--- config.mk ---
export PLATFORM = sky130hd
export DESIGN_NAME = stopwatch_counter
export DESIGN_NICKNAME = d
export VERILOG_FILES = /design/src/rtl/stopwatch_pkg.sv /design/src/rtl/stopwatch_counter_bcd_digit.sv /design/src/rtl/stopwatch_counter.sv
export SDC_FILE = /design/constraint.sdc
export NUM_CORES = 1
export LEC_CHECK = 0
export CORE_MARGIN = 2
export CORE_UTILIZATION = 50
export CTS_BUF_LIST = sky130_fd_sc_hd__clkbuf_2
export DETAILED_ROUTE_END_ITERATION = 10
export GPL_TIMING_DRIVEN = 0
export HOLD_SLACK_MARGIN = 0.15
export PLACE_DENSITY = 0.79
export SLEW_MARGIN = 20
export SYNTH_ARGS = -nofsm -noshare
export SYNTH_HDL_FRONTEND = slang
export SYNTH_HIERARCHICAL = 1
export SYNTH_SLANG_ARGS = --single-unit
export TNS_END_PERCENT = 1
--- constraint.sdc ---
create_clock -name clk -period 3.6 [get_ports clk]
set_input_delay 0.54 -clock clk [delete_from_list [all_inputs] [get_ports clk]]
set_output_delay 0.54 -clock clk [all_outputs]
set_load 0.05 [all_outputs]
--- src/rtl/stopwatch_pkg.sv ---
// Shared types and constants for the stopwatch timekeeping stage.
package stopwatch_pkg;

  typedef enum logic [1:0] {
    IDLE,
    RUN,
    LAP,
    STOPPED
  } state_t;

  typedef logic [3:0] bcd_t;

  localparam bcd_t BCD_MAX      = 4'd9;
  localparam bcd_t SEC_TENS_MAX = 4'd5;

  typedef struct packed {
    bcd_t sec_tens;
    bcd_t sec_units;
    bcd_t tenths;
    bcd_t hundredths;
  } sw_time_t;

endpackage

--- src/rtl/stopwatch_counter_bcd_digit.sv ---
// Single decade counter 0..MAX; carry flags the increment that wraps it to 0.
module bcd_digit
  import stopwatch_pkg::*;
#(
  parameter bcd_t MAX = BCD_MAX
) (
  input  logic clk,
  input  logic rst,
  input  logic clr,
  input  logic inc,
  output bcd_t q,
  output logic carry
);

  assign carry = inc & (q == MAX);

  always_ff @(posedge clk) begin
    if (rst || clr) begin
      q <= '0;
    end else if (inc) begin
      q <= (q == MAX) ? '0 : q + 4'd1;
    end
  end

endmodule

--- src/rtl/stopwatch_counter.sv ---
// Stopwatch timekeeping: 100 Hz prescaler, BCD SS.hh count, start/stop, lap freeze and clear.
module stopwatch_counter
  import stopwatch_pkg::*;
#(
  parameter int TICK_DIV = 500000
) (
  input  logic       clk,
  input  logic       rst,
  input  logic       key_start,
  input  logic       key_lap,
  input  logic       key_clear,
  output logic [3:0] stopwatchsech,
  output logic [3:0] stopwatchsecl,
  output logic [3:0] stopwatchmsech,
  output logic [3:0] stopwatchmsecl,
  output logic       running,
  output logic       lap_active,
  output logic       ovf
);

  localparam int PW = (TICK_DIV > 1) ? $clog2(TICK_DIV) : 1;
  localparam logic [PW-1:0] PRESC_LAST = PW'(TICK_DIV - 1);

  state_t        state;
  logic [PW-1:0] presc;
  sw_time_t      live;
  sw_time_t      snap;
  sw_time_t      shown;

  logic key_start_d, key_lap_d, key_clear_d;
  logic start_edge, lap_edge, clear_edge;
  logic counting, tick, do_clear;
  logic carry_h, carry_t, carry_u, carry_s;

  // Previous-sample registers load even during reset, so a held key yields no edge.
  always_ff @(posedge clk) begin
    key_start_d <= key_start;
    key_lap_d   <= key_lap;
    key_clear_d <= key_clear;
  end

  assign start_edge = key_start & ~key_start_d;
  assign lap_edge   = key_lap & ~key_lap_d;
  assign clear_edge = key_clear & ~key_clear_d;

  assign counting = (state == RUN) || (state == LAP);
  assign tick     = counting && (presc == PRESC_LAST);
  assign do_clear = (state == STOPPED) && clear_edge;

  bcd_digit #(.MAX(BCD_MAX)) u_hundredths (
    .clk(clk), .rst(rst), .clr(do_clear), .inc(tick),
    .q(live.hundredths), .carry(carry_h)
  );

  bcd_digit #(.MAX(BCD_MAX)) u_tenths (
    .clk(clk), .rst(rst), .clr(do_clear), .inc(carry_h),
    .q(live.tenths), .carry(carry_t)
  );

  bcd_digit #(.MAX(BCD_MAX)) u_sec_units (
    .clk(clk), .rst(rst), .clr(do_clear), .inc(carry_t),
    .q(live.sec_units), .carry(carry_u)
  );

  bcd_digit #(.MAX(SEC_TENS_MAX)) u_sec_tens (
    .clk(clk), .rst(rst), .clr(do_clear), .inc(carry_u),
    .q(live.sec_tens), .carry(carry_s)
  );

  // Prescaler holds its phase while stopped; only a clear back to IDLE zeroes it.
  always_ff @(posedge clk) begin
    if (rst) begin
      presc <= '0;
      ovf   <= 1'b0;
    end else begin
      if (do_clear) begin
        presc <= '0;
      end else if (counting) begin
        presc <= tick ? '0 : presc + 1'b1;
      end
      if (do_clear) begin
        ovf <= 1'b0;
      end else if (carry_s) begin
        ovf <= 1'b1;
      end
    end
  end

  // Control FSM; edge priority is clear (STOPPED only), then start, then lap.
  always_ff @(posedge clk) begin
    if (rst) begin
      state      <= IDLE;
      snap       <= '0;
      running    <= 1'b0;
      lap_active <= 1'b0;
    end else begin
      case (state)
        IDLE: begin
          if (start_edge) begin
            state      <= RUN;
            running    <= 1'b1;
            lap_active <= 1'b0;
          end
        end
        RUN: begin
          if (start_edge) begin
            state      <= STOPPED;
            running    <= 1'b0;
            lap_active <= 1'b0;
          end else if (lap_edge) begin
            state      <= LAP;
            snap       <= live;
            running    <= 1'b1;
            lap_active <= 1'b1;
          end
        end
        LAP: begin
          if (start_edge) begin
            state      <= STOPPED;
            running    <= 1'b0;
            lap_active <= 1'b0;
          end else if (lap_edge) begin
            state      <= RUN;
            running    <= 1'b1;
            lap_active <= 1'b0;
          end
        end
        STOPPED: begin
          if (clear_edge) begin
            state      <= IDLE;
            running    <= 1'b0;
            lap_active <= 1'b0;
          end else if (start_edge) begin
            state      <= RUN;
            running    <= 1'b1;
            lap_active <= 1'b0;
          end
        end
        default: begin
          state      <= IDLE;
          running    <= 1'b0;
          lap_active <= 1'b0;
        end
      endcase
    end
  end

  assign shown          = lap_active ? snap : live;
  assign stopwatchsech  = shown.sec_tens;
  assign stopwatchsecl  = shown.sec_units;
  assign stopwatchmsech = shown.tenths;
  assign stopwatchmsecl = shown.hundredths;

endmodule
==> results of run 1 <==
==> metal layers <==
| layer | wire length (um) | global-route usage | up-vias |
|---|---|---|---|
| met5 | 0 | 0 | - |
| met4 | 71 | 0.0879 | 0 |
| met3 | 247 | 0.0489 | 8 |
| met2 | 2880 | 0.336 | 46 |
| met1 | 2830 | 0.258 | 1112 |
| li1 | - | - | 1211 |
==> cell usage after synthesis (2+ instances only) <==
master / n / area (sq um)
sky130_fd_sc_hd__a211oi_2: 4 / 50.1
sky130_fd_sc_hd__ha_1: 5 / 62.6
sky130_fd_sc_hd__or4_1: 2 / 15.0
sky130_fd_sc_hd__xnor2_1: 14 / 123
sky130_fd_sc_hd__xor2_1: 7 / 61.3
sky130_fd_sc_hd__mux2_2: 16 / 180
sky130_fd_sc_hd__nand2_1: 45 / 169
sky130_fd_sc_hd__clkbuf_1: 7 / 26.3
sky130_fd_sc_hd__nor3b_1: 4 / 30.0
sky130_fd_sc_hd__nor2b_2: 3 / 26.3
sky130_fd_sc_hd__or3_1: 3 / 18.8
sky130_fd_sc_hd__buf_2: 2 / 10.0
sky130_fd_sc_hd__nor2_1: 18 / 67.6
sky130_fd_sc_hd__nor3_1: 13 / 65.1
sky130_fd_sc_hd__a21oi_1: 24 / 120
sky130_fd_sc_hd__nand2_2: 4 / 25.0
sky130_fd_sc_hd__nor2b_1: 7 / 43.8
sky130_fd_sc_hd__nand2b_1: 4 / 25.0
sky130_fd_sc_hd__o31ai_1: 2 / 15.0
sky130_fd_sc_hd__o21ai_0: 14 / 70.1
sky130_fd_sc_hd__a21o_1: 2 / 15.0
sky130_fd_sc_hd__dfxtp_1: 59 / 1180
sky130_fd_sc_hd__nor4b_1: 3 / 26.3
sky130_fd_sc_hd__or2_2: 2 / 12.5
sky130_fd_sc_hd__o211ai_1: 4 / 30.0
sky130_fd_sc_hd__nand3_1: 6 / 30.0
sky130_fd_sc_hd__and3_1: 2 / 12.5
sky130_fd_sc_hd__inv_1: 8 / 30.0
sky130_fd_sc_hd__nand4_1: 6 / 37.5
sky130_fd_sc_hd__nor4_1: 4 / 25.0
sky130_fd_sc_hd__a211oi_1: 5 / 37.5
sky130_fd_sc_hd__and4b_2: 3 / 33.8
==> logic make-up (layout without fill, tap and decap cells) <==
| family | Yosys count | count (layout) | share of synthesized area |
|---|---|---|---|
| adder cells (fa/ha/maj) | 5 | 5 | 0.0223 |
| flip-flops | 59 | 59 | 0.421 |
| AO/OA/AOI/OAI | 59 | 59 | 0.133 |
| XOR/XNOR | 21 | 21 | 0.0655 |
| buffers and inverters | 18 | 68 | 0.0263 |
| AND/OR/NAND/NOR | 138 | 138 | 0.268 |
| multiplexers | 16 | 16 | 0.0642 |
==> layout make-up <==
class | count | area (sq um)
Clock buffer | 12 | 60.1
Clock inverter | 4 | 17.5
Fill cell | 471 | 2140
Multi-Input combinational cell | 239 | 1600
Sequential cell | 59 | 1180
Timing Repair Buffer | 34 | 313
Inverter | 8 | 30.0
Tap cell | 72 | 90.1
Buffer | 10 | 43.8
==> cells in the final DEF (no fill, tap or decap), drive strengths merged, types with 8 or more instances in the layout <==
master and count:
a211oi 9, a21oi 24, buf 14, clkbuf 19
clkdlybuf4s50 23, dfxtp 59, inv 8, mux2 16
nand2 49, nand4 8, nor2 18, nor2b 10
nor3 13, o21ai 14, xnor2 14
==> power by group through the flow <==
stage          logic (mW)  clock network, mW  registers [mW]
5_1_grt            0.0588              0.364           0.664
2_1_floorplan      0.0281                  0           0.679
3_3_place_gp       0.0503                  0           0.676
4_1_cts            0.0510              0.333           0.663
3_5_place_dp       0.0510                  0           0.677
6_report           0.0537              0.327           0.662
==> final timing paths <==
path         slack [ps]         endpoint  depth (start not counted)
min reg2reg         470         snap[12]                          2
max                 190  u_sec_tens/q[1]                         15
max reg2reg         190  u_sec_tens/q[1]                         15
min                 470         snap[12]                          2
==> registers in the layout (all words and copies together), names as in the netlist <==
name            flops
u_sec_units/q       4
ovf                 1
key_start_d         1
lap_active          1
running             1
state               2
u_hundredths/q      4
presc              19
snap               16
key_clear_d         1
u_tenths/q          4
key_lap_d           1
u_sec_tens/q        4
==> worst max-delay path: stages, from the launching register on <==
cell and delay, ps:
sky130_fd_sc_hd__dfxtp_2 380, sky130_fd_sc_hd__inv_1 60, sky130_fd_sc_hd__ha_1 280, sky130_fd_sc_hd__buf_4 150, sky130_fd_sc_hd__and3_2 240, sky130_fd_sc_hd__nand4_1 210
sky130_fd_sc_hd__nor3_4 280, sky130_fd_sc_hd__nand2_2 120, sky130_fd_sc_hd__nor3b_4 260, sky130_fd_sc_hd__nand2_2 130, sky130_fd_sc_hd__nor3b_4 250, sky130_fd_sc_hd__nand2_2 120
sky130_fd_sc_hd__nor3b_4 250, sky130_fd_sc_hd__nand2_2 110, sky130_fd_sc_hd__a211o_1 290, sky130_fd_sc_hd__a211oi_2 210
==> what timing repair did <==
item / in CTS / in global routing
endpoints found under the setup margin: 8 / 4
setup buffers: 2 / 9
pin swaps: 2 / 4
gates resized for setup: 6 / 2
==> results.md, run 1 <==
- Tot GR Track Use: 0.205
- Placed cell count: between 400 and 500
- Hold path startpoint: snap[12]
- Detailed-route via count: 2377
- Cell variety after synth: 46
- Number of levels the H-tree was split into: 3
- Antenna violations before repair: 0
- Switching power total: 272 uW
- Total design power: 1.04 mW
- WS Path Type: reg -> reg
- Switching part of the total: 0.260
- Vias in the first global route: 2159
- Total congestion overflow after global routing: 0
- Util after Layout: 0.610
- Post-synth net total: between 300 and 400
- Req. time, crit path: 3990 ps
- Clock Tree Root: sky130_fd_sc_hd__clkbuf_2
- Die Height: a little under 80 um
- Avg Vias per Cell: 5.43
- Number of max-cap violations: 0
- Clock-pin transition on the worst setup and hold timing paths: 160 ps
- Total leakage power: 1.13 nW
- Number of synthesized flops with an enable pin: 0
- Number of antenna repair diodes: 0
- Maximum number of pins on one net before global-route repair: 20
- Detailed-route wire length: between 6000 and 7000 um
- Initial cell density of the core: 0.513
- Avg Cell Area, Syn: 8.88 sq um
- Wire length of the first global-routing pass: 9990 um
- Number of non-filler instances in the completed layout: about 440
- Worst Path Max Fanout: 9
- Internal: just under 800 uW
- Share of post-route cells with drive strength above 1: 0.197
- Cell Rows: 27
- Number of buffers inserted during clock tree synthesis: 9
- Layout overhead on the synthesized area: 18.9%
- Chip Width: 78.9 um
- Flip-flop and latch count after synthesis: 59
- Hold buffer count at cts: 0
- Number of pins exceeding their max-slew limit in the final report: 0
- Class of the tightest hold or removal check: reg -> reg
- Total power per unit cell area: 313 nW/um^2
- I/O pin cnt: 24
- Latest clock arrival within the worst-skew pair: 480 ps
- Endpoint type of the worst setup path: register
- Worst vdd ir: 0.191 mV
- # DRC: 0
- Clock share of power: 0.314
- Die footprint: just over 6000 sq um
- Final HPWL from detailed placement: 3970 um
- Async S/R FF share, synth: 0
- TritonCTS sink count: 59
- Final ANT Viol Nets: 0
- Part of the cycle the worst path needs: 0.948
- Input/output buffers: 23
- Arrival time at the worst endpoint: approximately 3800 ps
- Placed cell area: 3140 sq um
- Clk buf depth: 2
- Fraction of power consumed by sequential logic: 0.635
- Placer Congestion: about 0.8
- Area of the mapped netlist: 2810 sq um
- Slew HR: 0.443
- Finished Cell Area: 3340 sq um
- Critical path startpoint category: register
- Startpoint of the most critical setup path: state[1]
- Outcome: finished clean
- Sum of negative setup slack: 0 ps
- Post-layout min period: 3410 ps
- Worst-margin pin slew: 832 ps
- Combinational fraction of design power: 0.051
- Final Net Count: about 370
- Maximum clock frequency: 0.293 GHz
- Warning count from the yosys run: 6
- Worst hold margin: 465 ps
- CTS tree: built
- Startpoint of the worst-slack reg-to-reg timing path: state[1]
- Seq/Total Area, Yosys: 0.421
- Wire per inst: 13.8 um
- Worst slack, placed: -643 ps
- Final Hold Violating Endpoints: 0
- Setup-violating endpoint count in the final report: 0
- Worst path setup slack after routing: 188 ps
- First-pass iteration count of the detailed router: 4
- Syn Inst Count: roughly 320
- Main synth FF type: sky130_fd_sc_hd__dfxtp_1
- Drt first-iter violations: 93
- Largest clock skew in the final design: 22.5 ps
- Core ar.: 5470 sq um
Note: power is estimated with default switching activity, not from simulation.
==> inputs of run 2 (changes only) <==
--- a/config.mk
+++ b/config.mk
@@ -5,6 +5,7 @@
 export SDC_FILE = /design/constraint.sdc
 export NUM_CORES = 1
 export LEC_CHECK = 0
+export CAP_MARGIN = 40
 export CORE_MARGIN = 2
 export CORE_UTILIZATION = 50
 export CTS_BUF_LIST = sky130_fd_sc_hd__clkbuf_2
==> constraint.sdc (replaced) <==
create_clock -name clk -period 3.6 [get_ports clk]
set_input_delay 0.72 -clock clk [delete_from_list [all_inputs] [get_ports clk]]
set_output_delay 0.72 -clock clk [all_outputs]
set_load 0.05 [all_outputs]
==> run 2 against run 1 <==
Net effect: routed wire length fell by 0.76%; non-clock buffer count down 4; clock-buffer cell count did not move; combinational power decreased by 2%; worst setup slack better by 39 ps; maximum frequency rose by 1.1%; worst hold slack barely moved; global-route usage is the same; first-iteration DRC count shrank 11%; final cell count decreased by 0.91%.
==> results.md, run 2 (synthesized netlist as in run 1, its figures left out) <==
- Total congestion overflow after global routing: 0
- Startpoint of the most critical setup path: state[0]
- Total leakage power: between 1 and 1.5 nW
- WS Path Type: reg -> reg
- Largest reg by FF count: presc
- Outcome: finished clean
- TritonCTS sink count: 59
- Critical path startpoint category: register
- Sum of negative setup slack: 0 ps
- Number of antenna repair diodes: 0
- Detailed-route via count: between 2000 and 2500
- Number of buffers inserted during clock tree synthesis: 9
- Tot GR Track Use: 0.205
- Detailed-route wire length: between 5000 and 6000 um
- Worst path setup slack after routing: between 200 and 250 ps
- Clock-pin transition on the worst setup and hold timing paths: 160 ps
- Clk buf depth: 2
- Post-layout min period: 3370 ps
- Number of max-cap violations: 0
- # DRC: 0
- I/O pin cnt: 24
- Most frequent cells in the layout: 57 x sky130_fd_sc_hd__dfxtp_1, 45 x sky130_fd_sc_hd__nand2_1, 24 x sky130_fd_sc_hd__a21oi_1
- Setup-violating endpoint count in the final report: 0
- Worst slack, placed: -643 ps
- Capturing element of the worst setup path: u_sec_tens/q[1]
- Placer Congestion: 0.779
- Final ANT Viol Nets: 0
- Vias in the first global route: 2159
- Req. time, crit path: 3990 ps
- Worst Path Max Fanout: 9
- First-pass iteration count of the detailed router: 5
- Wire length of the first global-routing pass: 9990 um
- Number of pins exceeding their max-slew limit in the final report: 0
- Share of post-route cells with drive strength above 1: 0.191
- Die footprint: 6230 sq um
- Startpoint of the worst-slack reg-to-reg timing path: state[0]
- Flop2flop setup slack: 230 ps
- Maximum number of pins on one net before global-route repair: 20
- Clock Tree Root: sky130_fd_sc_hd__clkbuf_2
- Max reg flops: 19
- Core ar.: about 5500 sq um
- Worst vdd ir: roughly 0.19 mV
- Maximum clock frequency: between 0.2 and 0.3 GHz
- Arrival time at the worst endpoint: 3770 ps
- Final Hold Violating Endpoints: 0
- Input/output buffers: 23
- Drt first-iter violations: 83
- Number of levels the H-tree was split into: 3
- Cell Rows: 27
- Class of the tightest hold or removal check: reg -> reg
- Die Height: a little under 80 um
- Initial cell density of the core: 0.513
- End of the worst register-to-register path: u_sec_tens/q[1]
- Slew HR: 0.451
- Setup repair after global routing missed its margin: false
- Part of the cycle the worst path needs: 0.937
- Final HPWL from detailed placement: ~4000 um
- Total design power: 1.04 mW
- CTS tree: built
- Antenna violations before repair: 0
- Total power per unit cell area: 314 nW/um^2
- Top Registers: presc (19), snap (16)
- Chip Width: 78.9 um
- Latest clock arrival within the worst-skew pair: 470 ps
- Avg Vias per Cell: 5.45
- Final Net Count: 367
- Layout overhead on the synthesized area: 18.1%
- Wire per inst: 13.8 um
- Largest clock skew in the final design: 15.6 ps
- Most frequent standard cell in the layout excluding fill and tap cells: sky130_fd_sc_hd__dfxtp_1
- Endpoint type of the worst setup path: register
- Number of cells on the worst reg-to-reg path: 15
- Worst-margin pin slew: 820 ps
run 2: layer usage:
layer,vias to the layer above,GRT usage,share of wire
li1,1212,-,-
met1,1100,0.258,0.47
met2,44,0.336,0.48
met3,10,0.0489,0.035
met4,0,0.0879,0.012
met5,-,0,0
run 2: cell type report:
type                            count  area, sq um
Fill cell                         472         2160
Multi-Input combinational cell    239         1600
Sequential cell                    59         1180
Timing Repair Buffer               30          283
Tap cell                           72         90.1
Clock buffer                       12         60.1
Buffer                             10         48.8
Inverter                            8         30.0
Clock inverter                      4         17.5
run 2: worst min-delay path by stage:
| stage | from | cells past startpoint | slack (ps) | end |
|---|---|---|---|---|
| 5_1_grt | snap[5] | 2 | 490 | snap[5] |
| 3_5_place_dp | snap[10] | 2 | 450 | snap[10] |
| 4_1_cts | snap[10] | 2 | 470 | snap[10] |
| 2_1_floorplan | snap[0] | 2 | 430 | snap[0] |
| 3_3_place_gp | snap[3] | 2 | 440 | snap[3] |
| 6_report | snap[1] | 2 | 470 | snap[1] |
run 2: where the power goes:
part / total [mW] / leakage (nW) / switching [mW] / internal (mW)
sequential: 0.663 / 0.478 / 0.00410 / 0.659
combinational: 0.0524 / 0.577 / 0.0336 / 0.0188
clock: 0.325 / 0.0608 / 0.231 / 0.0934
total: 1.04 / 1.12 / 0.269 / 0.771
run 2: through the flow:
stage / instance area (sq um) / hold WS [ps] / util / cells
2_1_floorplan: 2820 / 433 / - / 316
3_3_place_gp: 3140 / 438 / 0.574 / 411
3_5_place_dp: 3140 / 447 / 0.574 / 411
4_1_cts: 3270 / 465 / 0.597 / 429
5_1_grt: 3310 / 490 / 0.606 / 434
6_report: 3310 / 466 / 0.606 / 434
run 2: repair_timing:
action                     in CTS  in global routing
hold buffers                    0                  0
pin swaps                       2                  5
setup buffers                   2                  5
gates resized for setup         6                  6
setup endpoints to repair       8                 13
cloned                          0                  0
run 2: worst max-delay path, cell delays in order, from the launching register on:
cell and delay (ps):
sky130_fd_sc_hd__dfxtp_2 390, sky130_fd_sc_hd__inv_1 70, sky130_fd_sc_hd__ha_1 300, sky130_fd_sc_hd__buf_6 130, sky130_fd_sc_hd__and3_4 210, sky130_fd_sc_hd__nand4_1 200
sky130_fd_sc_hd__nor3_4 280, sky130_fd_sc_hd__nand2_2 120, sky130_fd_sc_hd__nor3b_4 250, sky130_fd_sc_hd__nand2_2 130, sky130_fd_sc_hd__nor3b_4 260, sky130_fd_sc_hd__nand2_2 120
sky130_fd_sc_hd__nor3b_4 270, sky130_fd_sc_hd__nand2_2 110, sky130_fd_sc_hd__a211o_1 260, sky130_fd_sc_hd__a211oi_2 210
